**src/rtl/hex_word_entry.sv**
```systemverilog
// rtl/hex_word_entry.sv - switch/button hex digit entry assembled into a word on a valid/ready handshake
// Optional backspace button enabled by defining HEX_ENTRY_BACKSPACE_EN.

module hex_word_entry_debounce #(
    parameter int CYCLES = 250000
) (
    input  logic clk,
    input  logic rst,
    input  logic raw,
    output logic press
);
    localparam int CW = $clog2(CYCLES + 1);
    localparam logic [CW-1:0] LAST = CW'(CYCLES - 1);

    logic          sync_a;
    logic          sync_b;
    logic          level;
    logic [CW-1:0] cnt;

    // The press event is the cycle in which the debounced level is about to flip high.
    assign press = sync_b && !level && (cnt == LAST);

    always_ff @(posedge clk or negedge rst) begin
        if (!rst) begin
            sync_a <= 1'b0;
            sync_b <= 1'b0;
            level  <= 1'b0;
            cnt    <= '0;
        end else begin
            sync_a <= raw;
            sync_b <= sync_a;
            if (sync_b == level) begin
                cnt <= '0;
            end else if (cnt == LAST) begin
                level <= sync_b;
                cnt   <= '0;
            end else begin
                cnt <= cnt + CW'(1);
            end
        end
    end
endmodule

module hex_word_entry #(
    parameter int DEBOUNCE_CYCLES = 250000,
    parameter int NIBBLES         = 8
) (
    input  logic                 clk,
    input  logic                 rst,
    input  logic [3:0]           sw,
    input  logic                 btn_push,
    input  logic                 btn_clr,
`ifdef HEX_ENTRY_BACKSPACE_EN
    input  logic                 btn_back,
`endif
    output logic [4*NIBBLES-1:0] word_out,
    output logic                 word_valid,
    input  logic                 word_ready,
    output logic [3:0]           nib_cnt,
    output logic [15:0]          preview
);
    localparam int W = 4 * NIBBLES;
    localparam logic [3:0] LAST_NIB = 4'(NIBBLES - 1);

    typedef enum logic {COLLECT, FULL} state_t;

    state_t     state;
    logic [3:0] sw_a;
    logic [3:0] sw_b;
    logic       push_evt;
    logic       clr_evt;
    logic       transfer;

    hex_word_entry_debounce #(.CYCLES(DEBOUNCE_CYCLES)) u_db_push (
        .clk(clk), .rst(rst), .raw(btn_push), .press(push_evt)
    );

    hex_word_entry_debounce #(.CYCLES(DEBOUNCE_CYCLES)) u_db_clr (
        .clk(clk), .rst(rst), .raw(btn_clr), .press(clr_evt)
    );

`ifdef HEX_ENTRY_BACKSPACE_EN
    logic back_evt;

    hex_word_entry_debounce #(.CYCLES(DEBOUNCE_CYCLES)) u_db_back (
        .clk(clk), .rst(rst), .raw(btn_back), .press(back_evt)
    );
`endif

    assign transfer = (state == FULL) && word_ready;
    assign preview  = word_out[15:0];

    always_ff @(posedge clk or negedge rst) begin
        if (!rst) begin
            sw_a       <= 4'h0;
            sw_b       <= 4'h0;
            state      <= COLLECT;
            word_out   <= '0;
            word_valid <= 1'b0;
            nib_cnt    <= 4'd0;
        end else begin
            sw_a <= sw;
            sw_b <= sw_a;
            // Transfer and clear land in the same empty state, so they share one branch.
            if (clr_evt || transfer) begin
                state      <= COLLECT;
                word_out   <= '0;
                word_valid <= 1'b0;
                nib_cnt    <= 4'd0;
`ifdef HEX_ENTRY_BACKSPACE_EN
            end else if (back_evt) begin
                if (state == FULL) begin
                    state      <= COLLECT;
                    word_out   <= {4'h0, word_out[W-1:4]};
                    word_valid <= 1'b0;
                    nib_cnt    <= LAST_NIB;
                end else if (nib_cnt != 4'd0) begin
                    word_out <= {4'h0, word_out[W-1:4]};
                    nib_cnt  <= nib_cnt - 4'd1;
                end
`endif
            end else if (push_evt && (state == COLLECT)) begin
                word_out <= {word_out[W-5:0], sw_b};
                nib_cnt  <= nib_cnt + 4'd1;
                if (nib_cnt == LAST_NIB) begin
                    state      <= FULL;
                    word_valid <= 1'b1;
                end
            end
        end
    end
endmodule
```
**config.mk**
```make
export PLATFORM = sky130hd
export DESIGN_NAME = hex_word_entry
export DESIGN_NICKNAME = d
export VERILOG_FILES = /design/src/rtl/hex_word_entry.sv
export SDC_FILE = /design/constraint.sdc
export NUM_CORES = 1
export LEC_CHECK = 0
export BUFFER_PORTS_ARGS = -buffer_cell sky130_fd_sc_hd__buf_2
export CORE_UTILIZATION = 60
export CTS_BUF_LIST = sky130_fd_sc_hd__clkbuf_16
export DETAILED_ROUTE_END_ITERATION = 6
export GPL_TIMING_DRIVEN = 0
export PLACE_DENSITY = 0.87
export SYNTH_ARGS = -nofsm -noshare
export SYNTH_HDL_FRONTEND = slang
export SYNTH_HIERARCHICAL = 1
export SYNTH_SLANG_ARGS = --single-unit
```
**constraint.sdc**
```tcl
create_clock -name clk -period 5.8 [get_ports clk]
set_clock_uncertainty 0.1 [all_clocks]
set_input_delay 0.29 -clock clk [delete_from_list [all_inputs] [get_ports clk]]
set_output_delay 0.29 -clock clk [all_outputs]
set_load 0.005 [all_outputs]
```
# After elaboration in Yosys (flattened, before gate mapping)
# Cells that the tools add are included.
dict set report classes {
  bitwise 3
  muxes 11
  n_eq_ne 5
  n_reduce_logical 14
  addsub 3
}
# cell count
set op_table {}
lappend op_table {{$mux 18} 4}
lappend op_table {{$mux 32} 2}
lappend op_table {{$add 18x1->18 const B} 2}
lappend op_table {{$eq 18x18->1 const B} 2}
lappend op_table {{$mux 4} 2}
lappend op_table {{$logic_and 1x1->1} 6}
lappend op_table {{$reduce_and 2->1} 3}
lappend op_table {{$add 4x1->4 const B} 1}
lappend op_table {{$eq 4x3->1 const B} 1}
lappend op_table {{$reduce_bool 2->1} 2}
lappend op_table {{$mux 1} 3}
lappend op_table {{$not 1->1} 3}
lappend op_table {{$eq 1x1->1} 2}
lappend op_table {{$logic_not 1->1} 2}
lappend op_table {{$logic_or 1x1->1} 1}
dict set report word_totals {
  wordCells 49
  output_inout_bits 53
  regBits 87
}

# Depth between registers and ports, before layout
dict set report logic_depth {
  depth_word 6
  mapped_depth 9
  mapped_depth_nobuf 7
}

# Modules after synthesis
# Netlist, hierarchy kept.
# mod seq_area_each_um2 instances cells_per_inst area_each_um2
set by_module_without_submodules {}
lappend by_module_without_submodules {hex_word_entry_debounce 525.5 2 100 1021.0}
lappend by_module_without_submodules {hex_word_entry 1126.1 1 188 1844.3}

# Worst setup path before layout
# No wires, ideal clock.
dict set report synth_path {
  path_type {reg-to-reg}
  start {register u_db_push.cnt[11]}
  end {register nib_cnt[3]}
  path_slack_ps 3129
  t_arrival_ps 2493
  t_required_ps 5623
  synth_period_minus_slack_ps 2671
  stages_incl_launch_ff 8
  cell_sequence {dfrtp_1 or4_1 or4_4 nor3_1 nand2b_4 buf_6 or3_1 a21oi_1}
}
dict set report synth_via {
  elab_chain_len 4
}
# item line
set synth_lines {}
lappend synth_lines {{from (decl)} 18} ;# logic [CW-1:0] cnt;
lappend synth_lines {{from (signal assigned)} 38} ;# cnt <= cnt + CW'(1);
lappend synth_lines {{$eq 18x18->1} 21} ;# assign press = sync_b && !level && (cnt == LAST);
lappend synth_lines {{$logic_and 1x1->1} 21}
lappend synth_lines {{named net push_evt} 70} ;# logic push_evt;
lappend synth_lines {{$logic_and 1x1->1} 122} ;# end else if (push_evt && (state == COLLECT)) begin
lappend synth_lines {{$reduce_bool 2->1 (no source line)} --}
lappend synth_lines {{to (signal assigned)} 124} ;# nib_cnt <= nib_cnt + 4'd1;
lappend synth_lines {{to (decl)} 59} ;# output logic [3:0] nib_cnt,
# The timed path passes the listed nets, and every way through them passes these cells.
# A chain may end at the register's enable or synchronous reset.

# Worst setup path after layout
dict set report layout_path {
  start {register u_db_push.cnt[10]}
  end {register word_out[23]}
}
dict set report layout_via {
  elab_chain_len 4
}
# item line
set layout_lines {}
lappend layout_lines {{$eq 18x18->1} 21}
lappend layout_lines {{$logic_and 1x1->1} 21}
lappend layout_lines {{named net push_evt} 70}
lappend layout_lines {{$logic_and 1x1->1} 122}
lappend layout_lines {{$reduce_bool 2->1 (no source line)} --}
lappend layout_lines {{to (signal assigned)} 123} ;# word_out <= {word_out[W-5:0], sw_b};
lappend layout_lines {{to (decl)} 56} ;# output logic [4*NIBBLES-1:0] word_out,
# The timed path passes the listed nets, and every way through them passes these cells.

==> results.ini <==
[route]
drt-total-wl_um = 7889
top_layer = met4
met1Wirelength_um = 3311
vias = 2994
first_pass_iters = 4
wl_met3_um = 372
dr_wl_met2_um = 4113
wl_per_cell_um = 14.40
dr.first_iter.drc_count = 197
viasPerCell = 5.464
drc_errors = 0
antenna_left = 0

[layout]
fin_cells = 548
drive_gt1_share_pct = 24.52
syn_to_final_growth_pct = 19.67
diodes = 0
layout.nets = 482
finish.utilization_pct = 76.29

[yosys]
syn_inst = 388
synthTopCellsByArea = dfrtp_1, nand2_1, xnor2_1, a21oi_1, nor2_1
yosysTopAreaCell = dfrtp_1
synth.net_count = 402
synth_top_area_share_pct = 56.02
syn-cell-area_sq_mm = 0.003886
synth_edf_count = 0
ys_seq_elements = 87
async_flop_share_pct = 100.0
yosysSeqAreaShare_pct = 56.02
synth.distinct_cells = 30
yosys_warnings = 6
synth_flop_cell = dfrtp_1
synth.avg_cell_area_sq_um = 10.02

[pwr]
powerDensity_mw_per_mm2 = 280.9
sw_frac_of_total_pct = 24.37
p_switching_uw = 318.4
p_leak_nw = 2.208
internal_power_uw = 987.8
seq_power_share_pct = 50.9
comb_power_share_pct = 9.0
power_frac_clock_pct = 40.1
ir_drop_mv = 0.2734

[clocking]
clk_path_buf_depth = 2
cts_tree = done
postCtsSetupBuffers = 0
cts_num_sinks = 87
cts_made_buffers = 9
htreeDepth = 3
clock_latency_ns = 0.33
ctsResizeCount = 0
cts.root.buffer_cell = clkbuf_16
cts-hold-fix-buffers = 7
clk_pin_slew_ns = 0.06

[placed_design]
port_buffers = 61
gp_congestion = 0.8735
dp_hpwl_um = 5522
dp.cells = 525
place_ws_ns = 2.848

[worst_setup_path]
path_class = reg -> reg
end_kind = flip-flop
crit_top_cell = buf_4
critPathSlowestCell = or4_4
critPathMaxFanout = 10
path_cells = or4_1 -> or4_4 -> nor3_1 -> nor2b_1 -> buf_4 -> buf_4 -> nand2_1 -> a21oi_1
required_ns = 5.94
slowest_delay_ns = 0.57
cp.arrival_ns = 3.21
startpoint_type = flip-flop

[global_routing]
antenna_found_initial = 0
grt_overflow = 0
grt_pass1_wl_um = 12560
grt_max_degree = 46
grt_usage_pct = 25.37
grt_pass1_vias = 2779

[worst_hold_path]
hold_class = reg -> reg

[sta]
rsz0062_at_grt = false
drv_slew = 0
period_needed_ns = 3.073
finalSetupViolCount = 0
timing.final.ws_setup_ns = 2.727
fmax_ghz = 0.3254
worst_slew_pin_slew_ns = 0.6596
final.setup.tns_ns = 0
min_period_over_period_pct = 52.99
max-slew-margin-rel_pct = 55.69
hold_viol_final = 0

[flow_run]
maxCapViolations = 0

[floorplan]
die_height_um = 82.48
dieArea_sq_mm = 0.006803
start_util_pct = 63.75
die_w_um = 82.48
ios = 62
rows = 28
core_sq_mm = 0.006096

[status]
status = finished, final reports clean

-- metal layers --
layer / up-vias / global-route usage (%)
met4: 0 / 9.298
met2: 87 / 42.81
met5: - / 0
met1: 1454 / 30.74
met3: 10 / 7.582
li1: 1443 / -
-- worst max-delay path, delay by kind of cell (launching register included) --
kind / cells / cell delay, ns
flops: 1 / 0.43
simple gates: 5 / 1.90
compound gates: 1 / 0.19
buf+inv: 2 / 0.35
-- power groups by stage --
| stage | registers (mW) | logic (mW) | clock network (mW) |
|---|---|---|---|
| finish | 0.665 | 0.118 | 0.524 |
| global route | 0.669 | 0.134 | 0.559 |
| CTS | 0.665 | 0.120 | 0.532 |
| detailed placement | 0.676 | 0.115 | 0 |
| global placement | 0.673 | 0.108 | 0 |
| floorplan | 0.673 | 0.0533 | 0 |
-- worst paths after layout --
check	startpoint	to	slack [ns]	depth (start not counted)
worst min-delay path	u_db_push/sync_a$_DFF_PN0_	u_db_push/sync_b$_DFF_PN0_	0.25	0
worst max register to register	u_db_push/cnt[10]$_DFF_PN0_	word_out[23]$_DFFE_PN0P_	2.73	8
max in group asynchronous	rst	u_db_clr/cnt[10]$_DFF_PN0_	4.61	3
worst max-delay path	u_db_push/cnt[10]$_DFF_PN0_	word_out[23]$_DFFE_PN0P_	2.73	8
min in group asynchronous	rst	u_db_push/cnt[12]$_DFF_PN0_	0.38	2
worst min register to register	u_db_push/sync_a$_DFF_PN0_	u_db_push/sync_b$_DFF_PN0_	0.25	0
-- state kept, by name, indices dropped and copies added (netlist names), 4 cells and up --
signal and count:
word_out 32, u_db_clr/cnt 18, u_db_push/cnt 18, nib_cnt 4, sw_a 4, sw_b 4
-- metrics by stage --
step | area (sq um) | total power [mW] | hold WS (ns)
global placement | 4285 | 0.7813 | 0.2329
floorplan | 3886 | 0.7266 | -0.1056
CTS | 4651 | 1.316 | 0.2486
global route | 4651 | 1.363 | 0.2563
detailed placement | 4308 | 0.7908 | 0.2130
finish | 4651 | 1.306 | 0.2502
-- area by class of cell --
type,count,area [sq um]
Clock buffer,9,225.2
Multi-Input combinational cell,258,1443
Fill cell,423,1445
Tap cell,75,93.84
Timing Repair Buffer,69,397.9
Inverter,13,48.80
Clock inverter,7,47.55
Buffer,30,217.7
Sequential cell,87,2177
-- kinds of logic (layout without fill, tap and decap cells) --
family	count (synthesis)	in the layout	synth area share [%]
AO/OA/AOI/OAI	43	43	6.536
XOR/XNOR	32	32	7.212
adder cells (fa/ha/maj)	5	5	1.610
buffers and inverters	43	128	6.858
flip-flops	87	87	56.02
multiplexers	2	2	0.5795
AND/OR/NAND/NOR	176	176	21.18
-- cells in the mapped netlist, types with 3 or more instances --
library cell	instances
or3_1	3
inv_1	13
xor2_1	9
or2_2	4
xnor2_1	23
nor4_1	8
buf_4	20
a21oi_1	36
nand2_1	74
nand4_1	8
nand3_1	13
nor2_1	43
or4_1	8
buf_6	3
dfrtp_1	87
buf_2	6
nor3_1	8
ha_1	5
-- layout by cell type (no fill, tap or decap), types with 3 or more instances in the layout --
cell	netlist	final
buf_4	20	21
nor2_1	43	43
or3_1	3	3
nand3_1	13	13
a21oi_1	36	36
clkinvlp_4	0	3
nand4_1	8	8
or2_2	4	4
ha_1	5	5
inv_1	13	13
nor4_1	8	8
buf_6	3	3
dlygate4sd3_1	0	7
xor2_1	9	9
nor3_1	8	8
xnor2_1	23	23
dfrtp_1	87	87
nand2_1	74	74
or4_1	8	8
clkbuf_16	0	9
buf_2	6	66
No activity file was read; power rests on OpenSTA's default activity.
